`config.mk`:
```
export PLATFORM = sky130hd
export DESIGN_NAME = dmem_bus_demux
export DESIGN_NICKNAME = d
export VERILOG_FILES = /design/src/rtl/dmem_bus_demux.sv
export SDC_FILE = /design/constraint.sdc
export NUM_CORES = 1
export LEC_CHECK = 0
export BUFFER_PORTS_ARGS = -buffer_cell sky130_fd_sc_hd__buf_2
export CAP_MARGIN = 30
export CORE_AREA = 2 2 123 125
export DETAILED_ROUTE_END_ITERATION = 8
export DIE_AREA = 0 0 125 127
export GPL_ROUTABILITY_DRIVEN = 0
export HOLD_SLACK_MARGIN = 0.03
export PLACE_DENSITY = 0.79
export RECOVER_POWER = 25
export SETUP_SLACK_MARGIN = 0.4
export SYNTH_ARGS = -nofsm -noshare
export SYNTH_HDL_FRONTEND = slang
export SYNTH_SLANG_ARGS = --single-unit
```
`constraint.sdc`:
```
create_clock -name clk -period 8.4 [get_ports clk]
set_clock_uncertainty 0.2 [all_clocks]
set_input_delay 1.26 -clock clk [delete_from_list [all_inputs] [get_ports clk]]
set_output_delay 1.26 -clock clk [all_outputs]
set_load 0.02 [all_outputs]
```
`src/rtl/dmem_bus_demux.sv`:
```
// Data-memory bus router: one core initiator, four address-decoded targets.
// Unmapped addresses and stalled targets end in a local error response.
module dmem_bus_demux #(
    parameter logic [3:0]  REGION0 = 4'h0,
    parameter logic [3:0]  REGION1 = 4'h1,
    parameter logic [3:0]  REGION2 = 4'h2,
    parameter logic [3:0]  REGION3 = 4'h3,
    parameter int unsigned TIMEOUT = 16
) (
    input  logic         clk,
    input  logic         rst,
    input  logic         req_valid,
    output logic         req_ready,
    input  logic [31:0]  req_addr,
    input  logic         req_we,
    input  logic [31:0]  req_wdata,
    input  logic [3:0]   req_be,
    output logic         resp_valid,
    output logic [31:0]  resp_rdata,
    output logic         resp_err,
    output logic [3:0]   t_req_valid,
    input  logic [3:0]   t_req_ready,
    output logic [31:0]  t_addr,
    output logic [31:0]  t_wdata,
    output logic         t_we,
    output logic [3:0]   t_be,
    input  logic [3:0]   t_resp_valid,
    input  logic [127:0] t_rdata
);

    localparam int unsigned    CW      = $clog2(TIMEOUT + 1);
    localparam logic [CW-1:0]  TO_LAST = CW'(TIMEOUT - 1);

    typedef enum logic [1:0] {
        S_IDLE,
        S_REQ,
        S_RESP,
        S_DONE
    } state_t;

    state_t        r_state;
    state_t        w_state_nxt;
    logic [3:0]    r_sel;
    logic [31:0]   r_addr;
    logic [31:0]   r_wdata;
    logic          r_we;
    logic [3:0]    r_be;
    logic [31:0]   r_rdata;
    logic          r_err;
    logic [CW-1:0] r_cnt;

    logic [3:0]    w_dec_sel;
    logic          w_dec_hit;
    logic          w_t_ready;
    logic          w_t_resp;
    logic          w_expired;
    logic [31:0]   w_sel_rdata;

    // Priority decode: the lowest-numbered matching region wins.
    always_comb begin
        w_dec_sel = '0;
        if (req_addr[31:28] == REGION0)
            w_dec_sel = 4'b0001;
        else if (req_addr[31:28] == REGION1)
            w_dec_sel = 4'b0010;
        else if (req_addr[31:28] == REGION2)
            w_dec_sel = 4'b0100;
        else if (req_addr[31:28] == REGION3)
            w_dec_sel = 4'b1000;
    end

    assign w_dec_hit = |w_dec_sel;
    assign w_t_ready = |(t_req_ready & r_sel);
    assign w_t_resp  = |(t_resp_valid & r_sel);
    assign w_expired = (r_cnt >= TO_LAST);

    always_comb begin
        w_sel_rdata = '0;
        for (int unsigned i = 0; i < 4; i++) begin
            if (r_sel[i])
                w_sel_rdata = t_rdata[32*i +: 32];
        end
    end

    always_ff @(posedge clk or posedge rst) begin
        if (rst)
            r_state <= S_IDLE;
        else
            r_state <= w_state_nxt;
    end

    // Target progress in the final allowed cycle takes precedence over expiry.
    always_comb begin
        w_state_nxt = r_state;
        case (r_state)
            S_IDLE: begin
                if (req_valid)
                    w_state_nxt = w_dec_hit ? S_REQ : S_DONE;
            end
            S_REQ: begin
                if (w_t_ready)
                    w_state_nxt = S_RESP;
                else if (w_expired)
                    w_state_nxt = S_DONE;
            end
            S_RESP: begin
                if (w_t_resp || w_expired)
                    w_state_nxt = S_DONE;
            end
            S_DONE: w_state_nxt = S_IDLE;
            default: w_state_nxt = S_IDLE;
        endcase
    end

    always_ff @(posedge clk or posedge rst) begin
        if (rst) begin
            r_sel   <= '0;
            r_addr  <= '0;
            r_wdata <= '0;
            r_we    <= 1'b0;
            r_be    <= '0;
            r_rdata <= '0;
            r_err   <= 1'b0;
            r_cnt   <= '0;
        end else begin
            case (r_state)
                S_IDLE: begin
                    if (req_valid) begin
                        r_sel   <= w_dec_sel;
                        r_addr  <= req_addr;
                        r_wdata <= req_wdata;
                        r_we    <= req_we;
                        r_be    <= req_be;
                        r_rdata <= '0;
                        r_err   <= ~w_dec_hit;
                        r_cnt   <= '0;
                    end
                end
                S_REQ: begin
                    r_cnt <= r_cnt + 1'b1;
                    if (!w_t_ready && w_expired)
                        r_err <= 1'b1;
                end
                S_RESP: begin
                    r_cnt <= r_cnt + 1'b1;
                    if (w_t_resp)
                        r_rdata <= r_we ? '0 : w_sel_rdata;
                    else if (w_expired)
                        r_err <= 1'b1;
                end
                default: ;
            endcase
        end
    end

    assign req_ready   = (r_state == S_IDLE);
    assign resp_valid  = (r_state == S_DONE);
    assign resp_err    = resp_valid & r_err;
    assign resp_rdata  = resp_valid ? r_rdata : '0;
    assign t_req_valid = (r_state == S_REQ) ? r_sel : '0;
    assign t_addr      = r_addr;
    assign t_wdata     = r_wdata;
    assign t_we        = r_we;
    assign t_be        = r_be;

endmodule

```
### Word-level counts from Yosys, hierarchy flattened

Index checks and enable logic that the tools add are counted.
W data, S select, Z words.

| operators by class | value |
|---|---|
| $add $sub $neg | 1 |
| order comparisons | 1 |
| equal/unequal tests | 13 |
| muxes and demuxes | 27 |
| bitwise gates (word level) | 4 |
| reduce and logical (&&, ||, !) cells | 17 |

Operator list:

| cell | count |
|---|---|
| $mux W32 | 8 |
| $pmux W32 S2 | 1 |
| $mux W4 | 5 |
| $ne A2 B2 Y1 const B | 6 |
| $reduce_or A4 Y1 | 3 |
| $mux W2 | 5 |
| $pmux W5 S2 | 1 |
| $and A4 B4 Y4 | 2 |
| $eq A4 B2 Y1 const B | 2 |
| $pmux W2 S4 | 1 |
| $reduce_and A3 Y1 | 2 |
| $add A5 B1 Y5 const B | 1 |
| $ge A5 B4 Y1 const B | 1 |
| $mux W5 | 1 |
| $reduce_and A5 Y1 | 1 |
| $eq A2 B2 Y1 const B | 2 |
| $eq A4 B1 Y1 const B | 1 |
| $logic_not A4 Y1 | 1 |
| $mux W1 | 4 |
| $reduce_and A2 Y1 | 2 |
| $reduce_bool A2 Y1 | 2 |
| $ne A3 B3 Y1 const B | 1 |
| $pmux W1 S3 | 1 |
| $reduce_bool A3 Y1 | 1 |
| 8 further kinds | 8 |

| word-level totals | value |
|---|---|
| bits in registers | 113 |
| bits of input ports | 208 |

### Depth between registers and ports, before layout

Gate-level depths: netlist (run 1).

| depth | value |
|---|---|
| word-level depth | 9 |
| depth in mapped cells | 9 |
| mapped depth without buffers | 8 |

### Worst setup path after synthesis (run 1)

No wires, ideal clock.

| timing path | value |
|---|---|
| path kind | register to output |
| from | reg r_state[0] |
| to | out resp_rdata[10] |
| arrival | 1.218 ns |
| required time | 6.940 ns |
| slack | 5.722 ns |
| stages on the path, launching flop included | 4 |
| path buffers | 1 |
| cells stage by stage | dfrtp_1 -> ha_1 -> clkbuf_1 -> and2_1 |

| on the way | value |
|---|---|
| word-level cells in the longest chain between the ends | 2 |

Ends and longest elaborated chain:

| item | RTL line | source |
|---|---|---|
| start: declaration | 41 | `state_t r_state;` |
| start signal: assignment | 89 | `r_state <= w_state_nxt;` |
| $eq A2 B2 Y1 | 157 | `assign resp_valid = (r_state == S_DONE);` |
| via resp_valid | 18 | `output logic resp_valid,` |
| $mux W32 | 159 | `assign resp_rdata = resp_valid ? r_rdata : '0;` |
| end: declaration | 19 | `output logic [31:0] resp_rdata,` |

The timed path passes the listed nets, and every way through them passes these cells.

### Worst setup path after layout (run 1)

| timing path | value |
|---|---|
| from | reg r_sel[2] |
| to | reg r_rdata[5] |

| on the way | value |
|---|---|
| word-level cells in the longest chain between the ends | 5 |
| elaborated cells between the ends (all ways) | 9 |
| those cells by class | eq/ne: 1; mux: 5; bitwise: 1; reduce/logical: 2 |

Ends and longest elaborated chain:

| item | RTL line | source |
|---|---|---|
| start: declaration | 43 | `logic [3:0] r_sel;` |
| start signal: assignment | 129 | `r_sel <= w_dec_sel;` |
| $mux W32 (2 in series) | 80 | `if (r_sel[i])` |
| $mux W32 | 147 | `r_rdata <= r_we ? '0 : w_sel_rdata;` |
| $mux W32 | 146 | `if (w_t_resp)` |
| $pmux W32 S2 | 126 | `case (r_state)` |
| end signal: assignment | 147 |  |
| end: declaration | 48 | `logic [31:0] r_rdata;` |

Parallel ways exist; a longest one is shown, timed or not. The select of a mux whose other input is x is not followed.
A chain may end at the register's enable or synchronous reset.

==> out/qor.json, run 1 <==
{
  "net-switching-power": {"value": 1.17, "unit": "mW"},
  "cp_data_arrival_time": {"value": 4.47, "unit": "ns"},
  "drt_first_pass_iters": {"value": 4},
  "cts_resized": {"value": 0},
  "clock-sinks": {"value": 113},
  "yosys-top-cells-count": {"value": "sky130_fd_sc_hd__dfrtp_1, sky130_fd_sc_hd__mux2_1, sky130_fd_sc_hd__nand2_1"},
  "number_of_global_route_vias_before_repair": {"value": 5244},
  "synth_area": {"value": 5840, "unit": "µm²"},
  "slew_limit_headroom": {"value": -127, "unit": "%"},
  "finalCriticalPeriod": {"value": 4.39, "unit": "ns"},
  "cts_setup_buffers": {"value": 0},
  "cell_internal_pwr": {"value": 1.65, "unit": "mW"},
  "io_buffer_count": {"value": 315},
  "crit_path_start": {"value": "r_sel[2]$_DFFE_PP0P_"},
  "synth_top_cell_by_area": {"value": "sky130_fd_sc_hd__dfrtp_1"},
  "worstSetupEndpointType": {"value": "register"},
  "timing.reg2reg.setup_slack": {"value": 4.01, "unit": "ns"},
  "number_of_flops_mapped_to_enable_cells_by_yosys": {"value": 0},
  "mappedNetlistNets": {"value": 733},
  "grt_use_total": {"value": 21.8, "unit": "%"},
  "first_pass_grt_wire_length": {"value": 27100, "unit": "µm"},
  "root_buffer": {"value": "sky130_fd_sc_hd__clkbuf_16"},
  "place_inst": {"value": 984},
  "core_area": {"value": 14400, "unit": "µm²"},
  "dpl_worst_slack": {"value": 5.24, "unit": "ns"},
  "design.portCount": {"value": 316},
  "critical_path.reg2reg.startpoint": {"value": "r_sel[2]$_DFFE_PP0P_"},
  "p_comb_share": {"value": 45.2, "unit": "%"},
  "postLayoutCellArea": {"value": 8010, "unit": "µm²"},
  "fmax": {"value": 228, "unit": "MHz"},
  "power_switching_share": {"value": 41.5, "unit": "%"},
  "power-per-cell-area": {"value": 351, "unit": "nW/µm²"},
  "tritoncts": {"value": "done"},
  "instances_no_fill": {"value": 1019},
  "n_fill_cell": {"value": 1247},
  "synthMostInstantiatedCell": {"value": "sky130_fd_sc_hd__dfrtp_1"},
  "critPathRequiredTime": {"value": 8.48, "unit": "ns"},
  "power.share.clock": {"value": 24.0, "unit": "%"},
  "yosys_register_bits": {"value": 113},
  "critPathCapture": {"value": "r_rdata[5]$_DFFE_PP0P_"},
  "post_synth_inst_count": {"value": 519},
  "setup_viol_count_final": {"value": 0},
  "p_total": {"value": 2.81, "unit": "mW"},
  "routed_wire_length_per_instance": {"value": 17.0, "unit": "µm"},
  "route.vias.total": {"value": 5179},
  "die_width": {"value": 125, "unit": "µm"},
  "final_critical_path_setup_slack": {"value": 4.01, "unit": "ns"},
  "min-delay-path-class": {"value": "reg -> reg"},
  "postSynthAreaPerCell": {"value": 11.2, "unit": "µm²"},
  "cts_buffer_depth": {"value": 2},
  "synth_top_cell_area_share": {"value": 48.5, "unit": "%"},
  "synthArstFlopShare": {"value": 100, "unit": "%"},
  "final_min_period_over_clock_period": {"value": 52.3, "unit": "%"},
  "cts_buffers": {"value": 17},
  "dr_iter_0_viols": {"value": 268},
  "initial_cell_density_of_the_core": {"value": 40.5, "unit": "%"},
  "violations": {"value": "max-capacitance violations, max-slew violations"},
  "worst_r2r_path_depth": {"value": 7},
  "setup-tns-final": {"value": 0, "unit": "ns"},
  "critical_path.max_fanout": {"value": 67},
  "drc_errors": {"value": 0},
  "worst_setup_path_category": {"value": "reg -> reg"},
  "cts-htree-levels": {"value": 4},
  "die_h": {"value": 127, "unit": "µm"},
  "yosys_most_used_dff": {"value": "sky130_fd_sc_hd__dfrtp_1"},
  "wirelength_met1": {"value": 6570, "unit": "µm"},
  "clkTransAtPathRegs": {"value": 0.06, "unit": "ns"},
  "max_cap_viol_count": {"value": 3},
  "routed-wl-met2": {"value": 8790, "unit": "µm"},
  "clock_insertion_delay_at_the_later_pin_of_the_skew_report": {"value": 0.41, "unit": "ns"},
  "area.growth.synth_to_final": {"value": 37.2, "unit": "%"},
  "fraction_of_final_layout_cells_sized_beyond_drive_strength_1": {"value": 46.9, "unit": "%"},
  "grt_antenna_before_repair": {"value": 2},
  "design.final.nets": {"value": 1034},
  "yosys_warnings": {"value": 0},
  "placementRows": {"value": 44},
  "grt_overflow_total": {"value": 0},
  "peak_supply_drop": {"value": 0.271, "unit": "mV"},
  "topRoutingLayerUsed": {"value": "met4"},
  "outcome": {"value": "complete, but fails checks"},
  "power.leakage": {"value": 3.93, "unit": "nW"},
  "critical_path.startpoint_type": {"value": "register"},
  "grt_start_max_net_pins": {"value": 76},
  "power.sequential.fraction": {"value": 30.8, "unit": "%"},
  "rr_endpoint": {"value": "r_rdata[5]$_DFFE_PP0P_"},
  "grt_setup_unrepaired": {"value": "no"},
  "wl_met3": {"value": 1670, "unit": "µm"},
  "timing_max_transition_violations_final": {"value": 147},
  "hold_ws": {"value": 0.281, "unit": "ns"},
  "die-area": {"value": 15900, "unit": "µm²"},
  "via_per_inst": {"value": 5.08},
  "detailed_place.area": {"value": 7430, "unit": "µm²"},
  "yosys-top-cells-area": {"value": "sky130_fd_sc_hd__dfrtp_1, sky130_fd_sc_hd__mux2_1, sky130_fd_sc_hd__a221oi_2"},
  "worst-slew-pin-transition": {"value": 3.41, "unit": "ns"},
  "synth.lib_cells_used.distinct": {"value": 37},
  "final_antenna_net_count": {"value": 0},
  "end_of_flow_core_utilization": {"value": 55.5, "unit": "%"},
  "number_of_hold_violations_in_the_final_report": {"value": 0},
  "synth-seq-area-share": {"value": 48.5, "unit": "%"},
  "postCtsHoldBufs": {"value": 0},
  "hpwl": {"value": 13000, "unit": "µm"},
  "route.final.wire_length": {"value": 17400, "unit": "µm"}
}
placed cells by master, fill, tap and decap left out, drive strengths merged, types with 2 or more instances in the layout:
cell | Yosys | routed
a221oi | 32 | 32
diode | 0 | 2
nand2 | 42 | 42
mux2 | 68 | 68
nor2 | 5 | 5
and3 | 3 | 3
buf | 36 | 321
a22oi | 4 | 4
a32o | 3 | 3
a22o | 4 | 4
a21oi | 34 | 34
dfrtp | 113 | 113
and2 | 38 | 38
inv | 5 | 12
ha | 6 | 6
mux2i | 2 | 2
nor2b | 33 | 33
nand3 | 3 | 3
clkbuf | 5 | 20
clkinvlp | 0 | 6
o21ai | 39 | 39
nor3 | 34 | 34
how the worst min path moves through the flow:
stage                            start  cells after the start                       to  slack (ns)
3_3_place_gp    t_addr[28]$_DFFE_PP0P_                      1   t_addr[28]$_DFFE_PP0P_        0.26
6_report       r_rdata[20]$_DFFE_PP0P_                      2  r_rdata[20]$_DFFE_PP0P_        0.28
3_5_place_dp   r_rdata[20]$_DFFE_PP0P_                      2  r_rdata[20]$_DFFE_PP0P_        0.27
2_1_floorplan   r_rdata[0]$_DFFE_PP0P_                      2   r_rdata[0]$_DFFE_PP0P_        0.25
4_1_cts        r_rdata[20]$_DFFE_PP0P_                      2  r_rdata[20]$_DFFE_PP0P_        0.28
5_1_grt        t_wdata[20]$_DFFE_PP0P_                      1  t_wdata[20]$_DFFE_PP0P_        0.30
routing by layer:
metal	global-route usage, %	up-vias
met1	25.5	2430
met2	37.5	251
li1	-	2477
met5	0	-
met4	7.12	0
met3	7.96	21
cells by family after synthesis:
kind of cell / share of synthesized area (%)
multiplexers: 13.5
buffers and inverters: 5.21
flip-flops: 48.5
AND/OR/NAND/NOR: 14.5
adder cells (fa/ha/maj): 1.29
AO/OA/AOI/OAI: 17.0
power groups by stage:
stage               logic [mW]  clock network (mW)  registers, mW
finish                    1.27               0.675          0.865
global route              1.38               0.721          0.893
CTS                       1.27               0.692          0.867
detailed placement        1.27                   0          0.872
global placement          1.23                   0          0.860
floorplan                0.676                   0           1.07
registers in the layout, indices dropped and copies added, names as in the netlist:
signal	count
r_cnt	5
t_we	1
r_sel	4
r_rdata	32
r_state	2
t_wdata	32
t_addr	32
t_be	4
r_err	1
final cells by class:
| cell class | instances | area, µm² | area share [%] |
|---|---|---|---|
| Antenna cell | 2 | 5.00 | 0.0625 |
| Clock buffer | 18 | 439 | 5.49 |
| Clock inverter | 14 | 121 | 1.52 |
| Inverter | 5 | 20.0 | 0.250 |
| Multi-Input combinational cell | 360 | 2720 | 33.9 |
| Sequential cell | 113 | 2830 | 35.4 |
| Tap cell | 184 | 230 | 2.88 |
| Timing Repair Buffer | 323 | 1640 | 20.5 |
critical path: stages (launching register included):
cell and delay, ns:
sky130_fd_sc_hd__dfrtp_2 0.35, sky130_fd_sc_hd__clkbuf_1 2.37, sky130_fd_sc_hd__a22oi_1 0.44, sky130_fd_sc_hd__nand3_1 0.34
sky130_fd_sc_hd__o211ai_2 0.10, sky130_fd_sc_hd__buf_4 0.26, sky130_fd_sc_hd__nand2_1 0.10, sky130_fd_sc_hd__o21ai_1 0.07
Power figures use the tool's default switching activity.
==> run 2, diff against run 1 <==
- PLACE_DENSITY: 0.79 -> 0.82
- clock period: 8.4 -> 4.02 ns (I/O delays scaled with it)
==> run 2 against run 1 <==
Compared with the run above:
- the flow still finishes with violations (max-capacitance violations, max-slew violations)
- sequential share of layout area is 0.46 points lower
- via count hardly changed
- cell area is 1.3% higher
- critical path depth is 3 lower
- critical endpoint is now resp_rdata[9]
==> out/qor.json, run 2 (synthesis results as in run 1) <==
{
  "outcome": {"value": "complete, but fails checks"},
  "violations": {"value": "max-capacitance violations, max-slew violations"},
  "cts-htree-levels": {"value": 4},
  "setup_viol_count_final": {"value": 0},
  "first_pass_grt_wire_length": {"value": 26900, "unit": "µm"},
  "final_min_period_over_clock_period": {"value": 64.9, "unit": "%"},
  "grt_overflow_total": {"value": 0},
  "final_common_cell": {"value": "sky130_fd_sc_hd__buf_2"},
  "grt_antenna_before_repair": {"value": 0},
  "area.growth.synth_to_final": {"value": 39.0, "unit": "%"},
  "p_total": {"value": 6.05, "unit": "mW"},
  "end_of_flow_core_utilization": {"value": 56.2, "unit": "%"},
  "clkTransAtPathRegs": {"value": 0.06, "unit": "ns"},
  "final_antenna_net_count": {"value": 0},
  "drt_first_pass_iters": {"value": 4},
  "slowest_delay": {"value": 0.42, "unit": "ns"},
  "cell_internal_pwr": {"value": 3.66, "unit": "mW"},
  "power_switching_share": {"value": 39.5, "unit": "%"},
  "power.sequential.fraction": {"value": 30.1, "unit": "%"},
  "n_antenna_cell": {"value": 0},
  "max_cap_viol_count": {"value": 1},
  "topRoutingLayerUsed": {"value": "met4"},
  "worst_setup_path_category": {"value": "reg -> out"},
  "cts_resized": {"value": 0},
  "dr_iter_0_viols": {"value": 162},
  "p_comb_share": {"value": 43.3, "unit": "%"},
  "cts_buffers": {"value": 17},
  "peak_supply_drop": {"value": 0.568, "unit": "mV"},
  "critPathRequiredTime": {"value": 3.22, "unit": "ns"},
  "slowest_stage_cell_cp": {"value": "sky130_fd_sc_hd__dfrtp_1"},
  "routed_wire_length_per_instance": {"value": 16.4, "unit": "µm"},
  "crit_path_cell_trace": {"value": "ha_1 > buf_8 > and2_1 > buf_2"},
  "wirelength_met1": {"value": 6680, "unit": "µm"},
  "grt_start_max_net_pins": {"value": 75},
  "worst-slew-pin-transition": {"value": 1.84, "unit": "ns"},
  "area.sequential": {"value": 2830, "unit": "µm²"},
  "power-per-cell-area": {"value": 746, "unit": "nW/µm²"},
  "finalCriticalPeriod": {"value": 2.61, "unit": "ns"},
  "postCtsHoldBufs": {"value": 0},
  "cp_data_arrival_time": {"value": 1.81, "unit": "ns"},
  "root_buffer": {"value": "sky130_fd_sc_hd__clkbuf_16"},
  "worstSetupEndpointType": {"value": "output port"},
  "tritoncts": {"value": "done"},
  "initial_cell_density_of_the_core": {"value": 40.5, "unit": "%"},
  "power.share.clock": {"value": 26.6, "unit": "%"},
  "die-area": {"value": 15900, "unit": "µm²"},
  "fraction_of_final_layout_cells_sized_beyond_drive_strength_1": {"value": 47.1, "unit": "%"},
  "layout.cells.most_common_list": {"value": "sky130_fd_sc_hd__buf_2, sky130_fd_sc_hd__dfrtp_1, sky130_fd_sc_hd__mux2_1, sky130_fd_sc_hd__nand2_1, sky130_fd_sc_hd__and2_1"},
  "n_fill_cell": {"value": 1209},
  "core_area": {"value": 14400, "unit": "µm²"},
  "cts_buffer_depth": {"value": 2},
  "number_of_hold_violations_in_the_final_report": {"value": 0},
  "path_buf_inv": {"value": 2},
  "slew_limit_headroom": {"value": -23.0, "unit": "%"},
  "die_h": {"value": 127, "unit": "µm"},
  "drc_errors": {"value": 0},
  "power.leakage": {"value": 3.98, "unit": "nW"},
  "setup-tns-final": {"value": 0, "unit": "ns"},
  "route.final.wire_length": {"value": 16700, "unit": "µm"},
  "wl_met3": {"value": 1490, "unit": "µm"},
  "critical-path-top-delay-family": {"value": "flip-flops"},
  "route.vias.total": {"value": 5174},
  "via_per_inst": {"value": 5.08},
  "routed-wl-met2": {"value": 8210, "unit": "µm"},
  "critical_path.max_fanout": {"value": 25},
  "grt_use_total": {"value": 21.3, "unit": "%"},
  "placementRows": {"value": 44},
  "clock-sinks": {"value": 113},
  "io_buffer_count": {"value": 315},
  "hpwl": {"value": 12500, "unit": "µm"},
  "die_width": {"value": 125, "unit": "µm"},
  "area_occupied_by_multi_input_gates": {"value": 2720, "unit": "µm²"},
  "critical_path.startpoint_type": {"value": "register"},
  "min-delay-path-class": {"value": "in -> reg"},
  "design.final.nets": {"value": 1036},
  "design.portCount": {"value": 316},
  "number_of_global_route_vias_before_repair": {"value": 5349},
  "net-switching-power": {"value": 2.39, "unit": "mW"},
  "timing_max_transition_violations_final": {"value": 40},
  "grt_setup_unrepaired": {"value": "no"},
  "clock_insertion_delay_at_the_later_pin_of_the_skew_report": {"value": 0.41, "unit": "ns"},
  "fmax": {"value": 383, "unit": "MHz"},
  "cts_setup_buffers": {"value": 0}
}
## run 2: stage by stage
step,instance area [µm²],std cells,setup slack (ns),hold WS [ns]
6_report,8110,1019,1.41,0.198
5_1_grt,8110,1019,1.26,0.173
4_1_cts,8110,1019,1.36,0.185
3_5_place_dp,7480,987,1.59,0.267
3_3_place_gp,7470,986,1.53,0.259
2_1_floorplan,5840,519,1.85,0.247
## run 2: worst paths after layout
path | start | end | slack, ns | cells past startpoint
worst max-delay path | r_state[0]$_DFFE_PP0P_ | resp_rdata[9] | 1.41 | 4
worst min-delay path | req_be[1] | t_be[1]$_DFFE_PP0P_ | 0.20 | 2
worst max register to register | r_state[0]$_DFFE_PP0P_ | t_addr[4]$_DFFE_PP0P_ | 1.58 | 4
worst min register to register | r_rdata[3]$_DFFE_PP0P_ | r_rdata[3]$_DFFE_PP0P_ | 0.27 | 2
max in group asynchronous | rst | r_sel[2]$_DFFE_PP0P_ | 2.29 | 3
min in group asynchronous | rst | t_addr[20]$_DFFE_PP0P_ | 0.46 | 2
## run 2: cell type report
| class | count | share of cell area (%) |
|---|---|---|
| inverter | 5 | 0.247 |
| multi-input combinational | 360 | 33.5 |
| timing repair buffer | 325 | 20.8 |
| clock buffer | 20 | 5.51 |
| clock inverter | 12 | 2.24 |
| tap | 184 | 2.84 |
| sequential | 113 | 34.9 |
## run 2: power groups by stage
| stage | sequential [mW] | clock, mW | combinational [mW] |
|---|---|---|---|
| finish | 1.82 | 1.61 | 2.62 |
| floorplan | 2.24 | 0 | 1.41 |
| global placement | 1.80 | 0 | 2.57 |
| CTS | 1.82 | 1.65 | 2.67 |
| global route | 1.87 | 1.70 | 2.87 |
| detailed placement | 1.83 | 0 | 2.65 |
## run 2: layer usage
layer | GRT usage [%] | up-vias
li1 | - | 2478
met1 | 24.2 | 2456
met2 | 36.3 | 222
met3 | 8.50 | 18
met4 | 7.97 | 0
met5 | 0 | -
## run 2: worst register-to-register path, delay by kind of cell (launching register included)
family	cells	cell delay, ns
buffers and inverters	1	0.12
adders and majority gates	1	0.40
muxes	1	0.58
and+or+nand+nor	1	0.59
DFF	1	0.43
==> run 3, diff against run 2 <==
- CORE_AREA: 2 2 123 125 -> 2 2 124 126
- DIE_AREA: 0 0 125 127 -> 0 0 126 128
- PLACE_DENSITY: 0.82 -> 0.78
- clock period: 4.02 -> 2.7 ns (I/O delays scaled with it)
==> run 3 against run 2 <==
Compared with the run above:
- the flow now finishes without violations
- count of clock-buffer cells in the layout is 3 lower
- setup slack worse by 0.92 ns
- routed wire length is 9.0% higher
- largest cell class unchanged
- final cell count is 6.9% higher
- power is 50% higher
- die area is 1.6% higher
==> out/qor.json, run 3 (synthesis results as in run 1) <==
{
  "outcome": {"value": "finished clean"},
  "instances_no_fill": {"value": 1089},
  "number_of_hold_violations_in_the_final_report": {"value": 0},
  "first_pass_grt_wire_length": {"value": 28600, "unit": "µm"},
  "via_per_inst": {"value": 5.07},
  "root_buffer": {"value": "sky130_fd_sc_hd__clkbuf_16"},
  "routed_wire_length_per_instance": {"value": 16.7, "unit": "µm"},
  "detailed_place.area": {"value": 7550, "unit": "µm²"},
  "worst_setup_path_category": {"value": "reg -> out"},
  "route.vias.total": {"value": 5523},
  "hold_ws": {"value": 0.0745, "unit": "ns"},
  "critical_path.max_fanout": {"value": 34},
  "drc_errors": {"value": 0},
  "power.share.clock": {"value": 25.4, "unit": "%"},
  "final_common_cell": {"value": "sky130_fd_sc_hd__buf_2"},
  "grt_start_max_net_pins": {"value": 67},
  "cp_data_arrival_time": {"value": 1.61, "unit": "ns"},
  "power-per-cell-area": {"value": 1040, "unit": "nW/µm²"},
  "critical_path.startpoint_type": {"value": "register"},
  "finalCriticalPeriod": {"value": 2.21, "unit": "ns"},
  "fraction_of_final_layout_cells_sized_beyond_drive_strength_1": {"value": 42.0, "unit": "%"},
  "clock-sinks": {"value": 113},
  "slew_limit_headroom": {"value": 18.8, "unit": "%"},
  "die-area": {"value": 16100, "unit": "µm²"},
  "min-delay-path-class": {"value": "in -> reg"},
  "final_antenna_net_count": {"value": 0},
  "slowest_stage_cell_cp": {"value": "sky130_fd_sc_hd__dfrtp_1"},
  "design.final.nets": {"value": 1103},
  "setup_viol_count_final": {"value": 0},
  "number_of_global_route_vias_before_repair": {"value": 5626},
  "power_switching_share": {"value": 40.5, "unit": "%"},
  "die_width": {"value": 126, "unit": "µm"},
  "n_fill_cell": {"value": 1214},
  "crit_path_cell_trace": {"value": "ha_1 > buf_6 > and2_1 > buf_2"},
  "net-switching-power": {"value": 3.69, "unit": "mW"},
  "cts_buffers": {"value": 17},
  "dr_iter_0_viols": {"value": 207},
  "hpwl": {"value": 12500, "unit": "µm"},
  "n_antenna_cell": {"value": 0},
  "setup-tns-final": {"value": 0, "unit": "ns"},
  "grt_overflow_total": {"value": 0},
  "route.final.wire_length": {"value": 18200, "unit": "µm"},
  "core_area": {"value": 14900, "unit": "µm²"},
  "path_buf_inv": {"value": 2},
  "tritoncts": {"value": "done"},
  "die_h": {"value": 128, "unit": "µm"},
  "layout.cells.most_common_list": {"value": "sky130_fd_sc_hd__buf_2, sky130_fd_sc_hd__dfrtp_1, sky130_fd_sc_hd__mux2_1, sky130_fd_sc_hd__dlygate4sd3_1, sky130_fd_sc_hd__nand2_1"},
  "io_buffer_count": {"value": 315},
  "final_min_period_over_clock_period": {"value": 82.0, "unit": "%"},
  "clock_insertion_delay_at_the_later_pin_of_the_skew_report": {"value": 0.41, "unit": "ns"},
  "cts-htree-levels": {"value": 4},
  "place_inst": {"value": 992},
  "max_cap_viol_count": {"value": 0},
  "worst-slew-pin-transition": {"value": 1.21, "unit": "ns"},
  "design.portCount": {"value": 316},
  "cell_internal_pwr": {"value": 5.41, "unit": "mW"},
  "slowest_delay": {"value": 0.41, "unit": "ns"},
  "critPathRequiredTime": {"value": 2.10, "unit": "ns"},
  "power.sequential.fraction": {"value": 30.2, "unit": "%"},
  "p_comb_share": {"value": 44.4, "unit": "%"},
  "grt_use_total": {"value": 22.4, "unit": "%"},
  "cts_setup_buffers": {"value": 0},
  "initial_cell_density_of_the_core": {"value": 39.3, "unit": "%"},
  "grt_setup_unrepaired": {"value": "no"},
  "placementRows": {"value": 45},
  "grt_antenna_before_repair": {"value": 0},
  "p_total": {"value": 9.10, "unit": "mW"},
  "peak_supply_drop": {"value": 0.661, "unit": "mV"},
  "postLayoutCellArea": {"value": 8790, "unit": "µm²"},
  "critical-path-top-delay-family": {"value": "buffers and inverters"},
  "power.leakage": {"value": 4.21, "unit": "nW"},
  "clkTransAtPathRegs": {"value": 0.05, "unit": "ns"},
  "cts_buffer_depth": {"value": 2},
  "drt_first_pass_iters": {"value": 4},
  "area.growth.synth_to_final": {"value": 50.6, "unit": "%"},
  "timing_max_transition_violations_final": {"value": 0},
  "worstSetupEndpointType": {"value": "output port"},
  "fmax": {"value": 452, "unit": "MHz"}
}
-- run 3: metal layers --
metal,vias up,GRT usage [%],routed length (µm)
li1,2612,-,-
met1,2618,26.4,7140
met2,261,38.8,9120
met3,32,6.47,1490
met4,0,8.86,483
met5,-,0,0
-- run 3: power by group through the flow --
stage | clock network (mW) | logic, mW | registers, mW
global placement | 0 | 3.90 | 2.69
detailed placement | 0 | 3.96 | 2.72
global route | 2.43 | 4.37 | 2.84
finish | 2.31 | 4.04 | 2.75
CTS | 2.35 | 4.05 | 2.71
floorplan | 0 | 2.10 | 3.34
-- run 3: timing repair --
action | in CTS | in global routing
hold buffers | 66 | 0
endpoints found under the hold margin | 90 | 0
resized for setup | 2 | 2
endpoints found under the setup margin | 2 | 84
-- run 3: final cells by class --
cell class | count | area (µm²) | area share (%)
sequential | 113 | 2830 | 32.2
timing repair buffer | 392 | 2380 | 27.1
clock inverter | 14 | 179 | 2.04
clock buffer | 17 | 425 | 4.84
tap | 188 | 235 | 2.68
inverter | 5 | 20.0 | 0.228
multi-input combinational | 360 | 2720 | 31.0
-- run 3: final timing paths --
path	startpoint	end	slack, ns	cells past startpoint
hold reg to reg	r_rdata[0]$_DFFE_PP0P_	r_rdata[0]$_DFFE_PP0P_	0.28	2
min in group asynchronous	rst	t_addr[25]$_DFFE_PP0P_	0.60	3
hold / removal	t_rdata[96]	r_rdata[0]$_DFFE_PP0P_	0.07	3
setup / recovery	r_state[0]$_DFFE_PP0P_	resp_rdata[20]	0.49	4
max in group asynchronous	rst	r_rdata[24]$_DFFE_PP0P_	0.52	4
setup reg to reg	r_state[0]$_DFFE_PP0P_	r_rdata[25]$_DFFE_PP0P_	0.62	6
-- run 3: worst min-delay path, cell delays in order --
cell                      delay [ns]
sky130_fd_sc_hd__buf_2          0.07
sky130_fd_sc_hd__a21oi_1        0.06
sky130_fd_sc_hd__o21ai_1        0.10
-- run 3: stage by stage --
stage | utilization [%] | setup slack [ns]
finish | 59.1 | 0.487
global placement | 50.8 | 0.581
global route | 59.1 | 0.230
CTS | 59.4 | 0.423
detailed placement | 50.8 | 0.491
floorplan | - | 0.642
